**src/rtl/palette_lookup_arbiter.sv**
```systemverilog
// palette_lookup_arbiter
// Round-robin arbiter that shares one combinational sprite palette among
// NUM_REQ pixel requesters. The winning index is driven to the palette in the
// same cycle. The returned RGB and the winner id are captured in a single
// registered response slot that supports backpressure.
//
// Handshake: a request transfers on a rising edge when req_valid[i] and
// req_ready[i] are both high. A response transfers when rsp_valid and
// rsp_ready are both high. req_ready never depends on req_index. Once
// rsp_valid is high, the response stays stable until rsp_ready is seen.
module palette_lookup_arbiter #(
  parameter int NUM_REQ = 4,
  parameter int IDX_W   = 4,
  parameter int COLOR_W = 4,
  localparam int ID_W   = $clog2(NUM_REQ)
) (
  input  logic                     Clk,
  input  logic                     Reset,
  input  logic [NUM_REQ-1:0]       req_valid,
  input  logic [NUM_REQ*IDX_W-1:0] req_index,
  output logic [NUM_REQ-1:0]       req_ready,
  output logic [IDX_W-1:0]         pal_index,
  input  logic [COLOR_W-1:0]       pal_red,
  input  logic [COLOR_W-1:0]       pal_green,
  input  logic [COLOR_W-1:0]       pal_blue,
  output logic                     rsp_valid,
  input  logic                     rsp_ready,
  output logic [ID_W-1:0]          rsp_id,
  output logic [COLOR_W-1:0]       rsp_red,
  output logic [COLOR_W-1:0]       rsp_green,
  output logic [COLOR_W-1:0]       rsp_blue
);

  localparam logic [ID_W:0]   NUM_REQ_C = (ID_W+1)'(NUM_REQ);
  localparam logic [ID_W-1:0] LAST_ID   = ID_W'(NUM_REQ - 1);

  // Slot state: rsp_valid_q low means EMPTY, high means FULL.
  logic               rsp_valid_q, rsp_valid_d;
  logic [ID_W-1:0]    rsp_id_q,    rsp_id_d;
  logic [COLOR_W-1:0] rsp_red_q,   rsp_red_d;
  logic [COLOR_W-1:0] rsp_green_q, rsp_green_d;
  logic [COLOR_W-1:0] rsp_blue_q,  rsp_blue_d;
  logic [ID_W-1:0]    rr_ptr_q,    rr_ptr_d;

  logic               can_accept;
  logic               gnt_found;
  logic [ID_W-1:0]    gnt_id;
  logic [ID_W:0]      cand;

  // The slot can take new data if it is empty or is being drained this cycle.
  assign can_accept = !rsp_valid_q || rsp_ready;

  // Round-robin search starting at rr_ptr, with an explicit modulo wrap.
  // This keeps a non-power-of-2 NUM_REQ correct.
  always_comb begin
    gnt_found = 1'b0;
    gnt_id    = '0;
    cand      = '0;
    if (can_accept) begin
      for (int k = 0; k < NUM_REQ; k++) begin
        cand = {1'b0, rr_ptr_q} + (ID_W+1)'(k);
        if (cand >= NUM_REQ_C) cand = cand - NUM_REQ_C;
        if (!gnt_found && req_valid[cand[ID_W-1:0]]) begin
          gnt_found = 1'b1;
          gnt_id    = cand[ID_W-1:0];
        end
      end
    end
  end

  // One-hot ready to the winner, and the winner's index to the palette.
  always_comb begin
    req_ready = '0;
    pal_index = '0;
    for (int i = 0; i < NUM_REQ; i++) begin
      req_ready[i] = gnt_found && (gnt_id == ID_W'(i));
    end
    if (gnt_found) pal_index = req_index[int'(gnt_id)*IDX_W +: IDX_W];
  end

  // Slot next state.
  // Accept: refill the slot, which also covers a drain in the same cycle.
  // Drain only: clear the valid flag and keep the old data.
  // Otherwise: hold the slot.
  always_comb begin
    rsp_valid_d = rsp_valid_q;
    rsp_id_d    = rsp_id_q;
    rsp_red_d   = rsp_red_q;
    rsp_green_d = rsp_green_q;
    rsp_blue_d  = rsp_blue_q;
    rr_ptr_d    = rr_ptr_q;
    if (gnt_found) begin
      rsp_valid_d = 1'b1;
      rsp_id_d    = gnt_id;
      rsp_red_d   = pal_red;
      rsp_green_d = pal_green;
      rsp_blue_d  = pal_blue;
      rr_ptr_d    = (gnt_id == LAST_ID) ? '0 : gnt_id + 1'b1;
    end else if (rsp_ready) begin
      rsp_valid_d = 1'b0;
    end
  end

  // State registers with synchronous reset. Reset drops any held response.
  always_ff @(posedge Clk) begin
    if (Reset) begin
      rsp_valid_q <= 1'b0;
      rsp_id_q    <= '0;
      rsp_red_q   <= '0;
      rsp_green_q <= '0;
      rsp_blue_q  <= '0;
      rr_ptr_q    <= '0;
    end else begin
      rsp_valid_q <= rsp_valid_d;
      rsp_id_q    <= rsp_id_d;
      rsp_red_q   <= rsp_red_d;
      rsp_green_q <= rsp_green_d;
      rsp_blue_q  <= rsp_blue_d;
      rr_ptr_q    <= rr_ptr_d;
    end
  end

  assign rsp_valid = rsp_valid_q;
  assign rsp_id    = rsp_id_q;
  assign rsp_red   = rsp_red_q;
  assign rsp_green = rsp_green_q;
  assign rsp_blue  = rsp_blue_q;

endmodule
```
**config.mk**
```make
export PLATFORM = sky130hd
export DESIGN_NAME = palette_lookup_arbiter
export DESIGN_NICKNAME = d
export VERILOG_FILES = /design/src/rtl/palette_lookup_arbiter.sv
export SDC_FILE = /design/constraint.sdc
export NUM_CORES = 1
export LEC_CHECK = 0
export ABC_AREA = 1
export CAP_MARGIN = 20
export CORE_MARGIN = 2
export CORE_UTILIZATION = 35
export DETAILED_ROUTE_END_ITERATION = 12
export GPL_ROUTABILITY_DRIVEN = 0
export GPL_TIMING_DRIVEN = 1
export PLACE_DENSITY = 0.85
export SLEW_MARGIN = 20
export SYNTH_ARGS = -nofsm -noshare
export SYNTH_HDL_FRONTEND = slang
export SYNTH_SLANG_ARGS = --single-unit
```
**constraint.sdc**
```tcl
create_clock -name Clk -period 1.9 [get_ports Clk]
set_clock_uncertainty 0.2 [all_clocks]
set_input_delay 0.19 -clock Clk [delete_from_list [all_inputs] [get_ports Clk]]
set_output_delay 0.19 -clock Clk [all_outputs]
set_load 0.02 [all_outputs]
```
# ---- After elaboration in Yosys (flattened, before gate mapping)
# Cells that the tools add are included.
dict set report classes {
  n_reduce_logical 14
  order_cmp 8
  n_shift 1
  n_mux 33
  n_eq_ne 3
  addsub 8
}
# cell n
set op_table {}
lappend op_table {{two-way mux 2 bit} 14}
lappend op_table {{variable part select 16 x 5 -> 4 bit} 1}
lappend op_table {{two-way mux 1 bit} 14}
lappend op_table {{< comparator 2 x 3 -> 1 bit (second input constant)} 4}
lappend op_table {{>= comparator 3 bit (second input constant)} 3}
lappend op_table {{binary-select mux 1 bit (select 2 bit)} 4}
lappend op_table {{subtractor 2 x 1 -> 2 bit (second input constant)} 4}
lappend op_table {{logical AND 1 bit} 7}
lappend op_table {{adder 2 x 2 -> 3 bit (second input constant)} 2}
lappend op_table {{equality test 2 bit (second input constant)} 2}
lappend op_table {{logical NOT 1 bit} 4}
lappend op_table {{two-way mux 4 bit} 1}
lappend op_table {{adder 2 x 1 -> 3 bit (second input constant)} 1}
lappend op_table {{>= comparator 2 x 3 -> 1 bit (second input constant)} 1}
lappend op_table {{adder 2 x 1 -> 2 bit (second input constant)} 1}
lappend op_table {{equality test 2 x 1 -> 1 bit (second input constant)} 1}
lappend op_table {{logical NOT 2 bit} 1}
lappend op_table {{nonzero test 2 bit} 1}
lappend op_table {{logical OR 1 bit} 1}
dict set report word_totals {
  in_bits 35
  ff_bits 17
  output_inout_bits 23
  word_cells 73
}

# ---- Longest topological paths before layout
# Gate-level depths: netlist of run 1.
dict set report depth {
  depth_word 21
  ltp_mapped 16
  depth_no_buf 15
}

# ---- Worst setup path after synthesis of run 1
# No wires, ideal clock.
dict set report synth_timing {
  path_kind {reg-to-output}
  from {register rr_ptr_q[0]}
  to {output port req_ready[0]}
  arrival_time_ns 1.746
  required_ns 1.510
  setup_slack_ns -0.236
  path_stages_with_launch 15
  path_buffers 2
  path_cell_list {dfxtp_1 > buf_6 > inv_6 > nand2_1 > nand3_1 > nand2_2 > nor2_4 > nand3_2 > nand2_4 > inv_4 > nand2_4 > buf_6 > ha_1 > inv_1 > nor2_1}
}
dict set report synth_between {
  elab_chain_len 21
}
# element line_no
set synth_lines {}
lappend synth_lines {{start, declared} 43} ;# logic [ID_W-1:0] rr_ptr_q, rr_ptr_d;
lappend synth_lines {{start signal, assigned} 119} ;# rr_ptr_q <= rr_ptr_d;
lappend synth_lines {{>= comparator 2 x 3 -> 1 bit or subtractor 2 x 1 -> 2 bit (tied branches)} 62} ;# if (cand >= NUM_REQ_C) cand = cand - NUM_REQ_C;
lappend synth_lines {{two-way mux 2 bit} 62}
lappend synth_lines {{two-way mux 2 bit} 59} ;# if (can_accept) begin
lappend synth_lines {{binary-select mux 1 bit (select 2 bit)} 63} ;# if (!gnt_found && req_valid[cand[ID_W-1:0]]) begin
lappend synth_lines {{two-way mux 1 bit (not written as such)} 63}
lappend synth_lines {{two-way mux 1 bit} 63}
lappend synth_lines {{two-way mux 1 bit} 59}
lappend synth_lines {{logical NOT 1 bit} 63}
lappend synth_lines {{(+5 left out)} -}
lappend synth_lines {{two-way mux 1 bit} 63}
lappend synth_lines {{two-way mux 1 bit} 59}
lappend synth_lines {{logical NOT 1 bit} 63}
lappend synth_lines {{logical AND 1 bit} 63}
lappend synth_lines {{two-way mux 2 bit} 63}
lappend synth_lines {{two-way mux 2 bit} 59}
lappend synth_lines {{logical NOT 2 bit} 76} ;# req_ready[i] = gnt_found && (gnt_id == ID_W'(i));
lappend synth_lines {{logical AND 1 bit *} 76}
lappend synth_lines {{end, declared} 21} ;# output logic [NUM_REQ-1:0] req_ready,
# Every way passes the cells marked *; elsewhere a longest branch is shown, timed or not. The select of a mux whose other input is x is not followed.

# ---- Worst setup path in the final report of run 1
dict set report layout_timing {
  from {register rr_ptr_q[0]}
  to {output port pal_index[0]}
}
dict set report layout_between {
  elab_chain_len 21
}
# element line_no
set layout_lines {}
lappend layout_lines {{>= comparator 2 x 3 -> 1 bit or subtractor 2 x 1 -> 2 bit (tied branches)} 62}
lappend layout_lines {{two-way mux 2 bit} 62}
lappend layout_lines {{two-way mux 2 bit} 59}
lappend layout_lines {{binary-select mux 1 bit (select 2 bit)} 63}
lappend layout_lines {{two-way mux 1 bit (not written as such)} 63}
lappend layout_lines {{two-way mux 1 bit} 63}
lappend layout_lines {{two-way mux 1 bit} 59}
lappend layout_lines {{logical NOT 1 bit} 63}
lappend layout_lines {{(+5 left out)} -}
lappend layout_lines {{two-way mux 1 bit} 63}
lappend layout_lines {{two-way mux 1 bit} 59}
lappend layout_lines {{logical NOT 1 bit} 63}
lappend layout_lines {{logical AND 1 bit} 63}
lappend layout_lines {{two-way mux 2 bit} 63}
lappend layout_lines {{two-way mux 2 bit} 59}
lappend layout_lines {{variable part select 16 x 5 -> 4 bit} 78} ;# if (gnt_found) pal_index = req_index[int'(gnt_id)*IDX_W +: IDX_W];
lappend layout_lines {{two-way mux 4 bit *} 78}
lappend layout_lines {{end, declared} 22} ;# output logic [IDX_W-1:0] pal_index,
# Marked as above.

==> out/metrics.yaml, run 1 <==
status: "complete, but fails checks"
violations: "setup timing"
die_area_mm2: 0.00385
vias: 1424
die_width_um: 62.0
syn_inst: 189
final_util_pct: 67.8
async_reset_ff_share_pct: 0
synth-main-ff-cell: "dfxtp_1"
post_drt_wl_per_cell_um: 11.5
setup_viol: 24
pre_cts_slack_ps: -922
grt-ovfl-total: 0
antenna_found_initial: 0
grt_max_degree: 13
cts_buffers: 3
numPortBuffers: 57
grt_first_pass_wirelength_um: 5040
fillers: 276
hold_depth: 2
hold_viol_final: 0
die_h_um: 62.0
slew_headroom_pct: 83.3
wl_um: 3610
yosysSeqAreaShare_pct: 28.9
core_mm2: 0.00328
grt_pass1_vias: 1236
worst_slew_pin_slew_ps: 250
crit_path_end_kind: "output port"
cp_data_required_time_ps: 1510
drive_gt1_share_pct: 36.0
tritoncts: "done"
yosysUniqueCellTypes: 23
r2r_slack_ps: -320
drc: 0
maxClockFrequency_mhz: 387
final_cell_mix: "clkdlybuf4s50_1 (49), nand2_1 (37), nor2_1 (20)"
drt_pre_antenna_iters: 4
setup_slack_ps: -687
cts-root-buf: "clkbuf_4"
viasPerCell: 4.55
cts.sinks: 17
start_util_pct: 35.9
syn2layout_area_growth_pct: 89.1
hpwl_um: 2560
synth_edf_count: 0
cp-start-kind: "flip-flop"
syn_nets: 228
fin_crit_ps: 2590
ff2ff_path_depth: 14
fin_crit_sh_pct: 136
ir_drop_v: 0.000676
cap_violations: 0
nets: 307
power_density_mw_per_mm2: 1780
p_leak_nw: 1.03
ys_seq_elements: 17
drtAntennaViolNets: 0
io_pins: 58
rsz0062_at_grt: "yes"
synthesis.area_mm2: 0.00118
track_usage_pct: 17.3
slew_violations: 0
ys_warn_count: 0
avgSynthCellArea_um2: 6.24
cts_max_level: 1
cp_max_fo: 9
critPathArrivalTime_ps: 2200
cts.clk_slew.worst_paths_ps: 110
clk_latency_ps: 300
hp-class: "reg -> reg"
crit_type: "reg -> out"
n_antenna_cell: 0
layout_commonest_cell: "clkdlybuf4s50_1"
drt_iter0_markers: 63
clk_path_buf_depth: 2
rows: 21
cells in the mapped netlist (3+ instances only):
library cell | count | area (µm²)
a21oi_1 | 5 | 25.0
buf_2 | 3 | 15.0
dfxtp_1 | 17 | 340
ha_1 | 4 | 50.1
inv_1 | 22 | 82.6
inv_2 | 3 | 11.3
nand2_1 | 46 | 173
nand2_2 | 9 | 56.3
nand3_1 | 12 | 60.1
nor2_1 | 34 | 128
o21ai_0 | 14 | 70.1
o21ai_2 | 3 | 26.3
where the power goes:
| part | internal (mW) | switching [mW] |
|---|---|---|
| clock | 0.0817 | 0.116 |
| sequential | 0.471 | 0.0859 |
| combinational | 1.49 | 1.73 |
| total | 2.04 | 1.93 |
metrics by stage:
stage	cells	area, µm²	hold WS (ps)	total power, mW	setup TNS (ps)
6_report	313	2230	280	3.97	-6070
5_1_grt	313	2230	301	4.29	-9420
4_1_cts	310	2110	272	3.70	-6100
3_5_place_dp	302	1940	256	3.13	-10790
3_3_place_gp	302	1940	254	3.07	-9350
2_1_floorplan	189	1220	59.1	2.15	-684
layout make-up:
| type | count | area (µm²) | share of cell area, % |
|---|---|---|---|
| Inverter | 27 | 121 | 5.45 |
| Sequential cell | 17 | 345 | 15.5 |
| Tap cell | 46 | 57.6 | 2.58 |
| Timing Repair Buffer | 79 | 815 | 36.6 |
| Clock buffer | 4 | 26.3 | 1.18 |
| Multi-Input combinational cell | 140 | 863 | 38.7 |
per-layer routing:
layer | part of all wire [%] | routed length, µm | global-route usage (%)
met1 | 42 | 1510 | 21.3
met2 | 51 | 1840 | 31.1
met3 | 5.8 | 208 | 3.11
met4 | 1.4 | 51 | 3.65
met5 | 0 | 0 | 0
state kept, by name, summed over array words and instances (netlist names):
register and count:
rsp_green 4, rsp_blue 4, rsp_red 4, rsp_id 2, rr_ptr_q 2, rsp_valid 1
logic make-up after synthesis:
kind of cell	Yosys count	synth area share (%)
AND/OR/NAND/NOR	110	42.4
buffers and inverters	33	12.7
flip-flops	17	28.9
AO/OA/AOI/OAI	25	11.8
adder cells (fa/ha/maj)	4	4.25
critical path, stage by stage, from the launching register on:
cell and delay, ps:
dfxtp_4 400, buf_12 130, inv_8 40, nand2_4 50
nand2_4 60, nand2_2 80, nand2_2 60, nor2_4 150
nand3_2 110, nand2_4 120, inv_8 50, buf_6 120
nand3b_1 110, nand3_1 130, a21oi_2 140, buf_4 150
timing repair:
item,in CTS,in global routing
cloned,1,2
setup buffers,3,1
pin swaps,20,8
hold buffers,0,0
resized for setup,77,24
hold endpoints to repair,0,0
setup endpoints to repair,22,24
final timing paths:
| kind | from | endpoint |
|---|---|---|
| worst max-delay path | rr_ptr_q[0] | pal_index[0] |
| worst min-delay path | rsp_id[1] | rsp_id[1] |
| worst max register to register | rr_ptr_q[0] | rr_ptr_q[1] |
| worst min register to register | rsp_id[1] | rsp_id[1] |
Note: power is estimated with default switching activity, not from simulation.
==> inputs of run 2 (changes only) <==
Settings changed: CORE_MARGIN 2 to 4, CTS_CLUSTER_SIZE from default to 25, GPL_TIMING_DRIVEN 1 to 0.
==> run 2 against run 1 <==
- the run still ends with setup timing left
- via count increased by 5.3%
- cell count decreased by 0.64%
- total power increased by 13%
- first-iteration DRC count decreased by 25%
- critical path depth decreased by 1
- hold slack improved by 20 ps
- global-route usage increased by 1.4 points
- critical path type unchanged
- largest power group unchanged
==> out/metrics.yaml, run 2 (same netlist as run 1, synthesis figures left out) <==
status: "complete, but fails checks"
violations: "setup timing"
seq_area_um2: 345  # unchanged
drtAntennaViolNets: 0  # unchanged
setup-tns-final_ps: -7670  # -1590 ps
switching_share_pct: 50.0  # +1.4 points
numPortBuffers: 57  # unchanged
hp-class: "reg -> reg"
grt_first_pass_wirelength_um: 6340  # +26%
grt_pass1_vias: 1452  # +17%
antenna_found_initial: 0  # unchanged
cap_violations: 0  # unchanged
clk_path_buf_depth: 2  # unchanged
nets: 307  # unchanged
syn2layout_area_growth_pct: 104
fin_area_mm2: 0.00240  # +7.9%
track_usage_pct: 18.7  # +1.4 points
drt_iter0_markers: 47  # -25%
p_seq_share_pct: 12.4  # -1.6 points
p_leak_nw: 1.06  # +3.3%
cts_buffers: 3  # unchanged
layout_commonest_cell: "clkdlybuf4s50_1"
setup_viol: 22  # -8.3%
internal_power_mw: 2.25  # +10%
hold_viol_final: 0  # unchanged
die_width_um: 66.0  # +6.4%
crit_path_end_kind: "output port"
crit_type: "reg -> out"
grt_max_degree: 11  # -2
vias: 1500  # +5.3%
ir_drop_v: 0.000882  # +30%
clk_latency_ps: 290  # about the same
maxClockFrequency_mhz: 378  # -2.2%
multi_input_area_mm2: 0.00102  # +18%
slew_violations: 0  # unchanged
hold_depth: 2  # unchanged
final_cell_mix: "clkdlybuf4s50_1 (49), nand2_1 (27), nand2_2 (18)"
viasPerCell: 4.82  # +6.0%
die_h_um: 66.0  # +6.4%
critPathArrivalTime_ps: 2250  # +50 ps
tritoncts: "done"
fillers: 214  # -22%
pre_cts_slack_ps: -975  # -53.1 ps
hold_buffers: 0  # unchanged
ff2ff_path_depth: 15  # +1
n_antenna_cell: 0  # unchanged
io_pins: 58  # unchanged
switchingPower_mw: 2.25  # +16%
power_density_mw_per_mm2: 1870  # +5.0%
cts.clk_slew.worst_paths_ps: 110  # about the same
drive_gt1_share_pct: 44.9  # +9.0 points
start_util_pct: 37.7  # +1.8 points
placed_cells: 290  # -4.0%
die_area_mm2: 0.00436  # +13%
cts-root-buf: "clkbuf_4"
fin_crit_sh_pct: 139  # +3.0 points
cts_max_level: 1  # unchanged
post_drt_wl_per_cell_um: 14.2  # +23%
pwr-share-comb_pct: 83.1  # +2.1 points
cts.sinks: 17  # unchanged
dpl-instance-area_mm2: 0.00185  # -4.8%
drc: 0  # unchanged
fin_cells: 311  # -0.64%
p_total_mw: 4.50  # +13%
grt-ovfl-total: 0  # unchanged
cp-start-kind: "flip-flop"
cp_max_fo: 6  # -3
cp_data_required_time_ps: 1510  # about the same
fin_crit_ps: 2640  # +57.0 ps
worst_slew_pin_slew_ps: 411  # +160 ps
hpwl_um: 2450  # -4.5%
setup_slack_ps: -744  # -57.0 ps
drt_pre_antenna_iters: 4  # unchanged
core_mm2: 0.00313  # -4.8%
rows: 20  # -4.8%
rsz0062_at_grt: "yes"
pwr-share-clk_pct: 4.4  # -0.6 points
slew_headroom_pct: 72.6  # -11 points
wl_um: 4420  # +22%
[run 2: power groups by stage]
stage	Combinational [mW]	Sequential, mW	Clock, mW
after floorplan	1.51	0.634	0
after global placement	2.34	0.526	0
after detailed placement	2.39	0.530	0
after CTS	3.15	0.535	0.205
after global routing	4.02	0.571	0.220
final	3.74	0.560	0.200
[run 2: worst max-delay path: stages (launching register included)]
cell      delay [ps]
dfxtp_2          370
buf_8            160
clkinv_8          80
nand2_4           60
nand2_4           70
nand2_2           60
inv_2             50
nor2_4           130
nor2_4            60
buf_4            140
o21ai_4          240
ha_2             220
inv_1             50
nor2_2           130
buf_6            130
[run 2: layout make-up]
type / instances / share of cell area (%)
buffer: 6 / 3.02
clock buffer: 3 / 0.937
clock inverter: 1 / 0.208
inverter: 27 / 5.26
multi-input combinational: 139 / 42.4
sequential: 17 / 14.4
tap: 44 / 2.29
timing repair buffer: 73 / 31.2
timing repair inverter: 1 / 0.364
[run 2: routing by layer]
metal | vias up | routed length, µm | GRT usage, %
met3 | 10 | 192 | 2.72
met1 | 698 | 1690 | 19.5
met5 | - | 0 | 0
met2 | 49 | 2430 | 35.7
met4 | 0 | 106 | 9.14
li1 | 743 | - | -
[run 2: worst paths after layout]
path                            slack [ps]           end          from
worst max-delay path                  -740  req_ready[1]   rr_ptr_q[0]
worst min-delay path                   300  rsp_green[0]  rsp_green[0]
worst max register to register        -320   rr_ptr_q[1]   rr_ptr_q[0]
worst min register to register         300  rsp_green[0]  rsp_green[0]
[run 2: timing repair]
item / CTS / global route
cloned: 3 / 1
gates resized for setup: 97 / 54
buffers inserted: 10 / 4
pin swaps: 16 / 14
endpoints found under the setup margin: 22 / 24
[run 2: metrics by stage]
| step | hold slack [ps] | utilization (%) |
|---|---|---|
| 2_1_floorplan | 59.1 | - |
| 3_3_place_gp | 252 | 59.0 |
| 3_5_place_dp | 263 | 59.0 |
| 4_1_cts | 277 | 69.4 |
| 5_1_grt | 321 | 76.8 |
| 6_report | 300 | 76.8 |
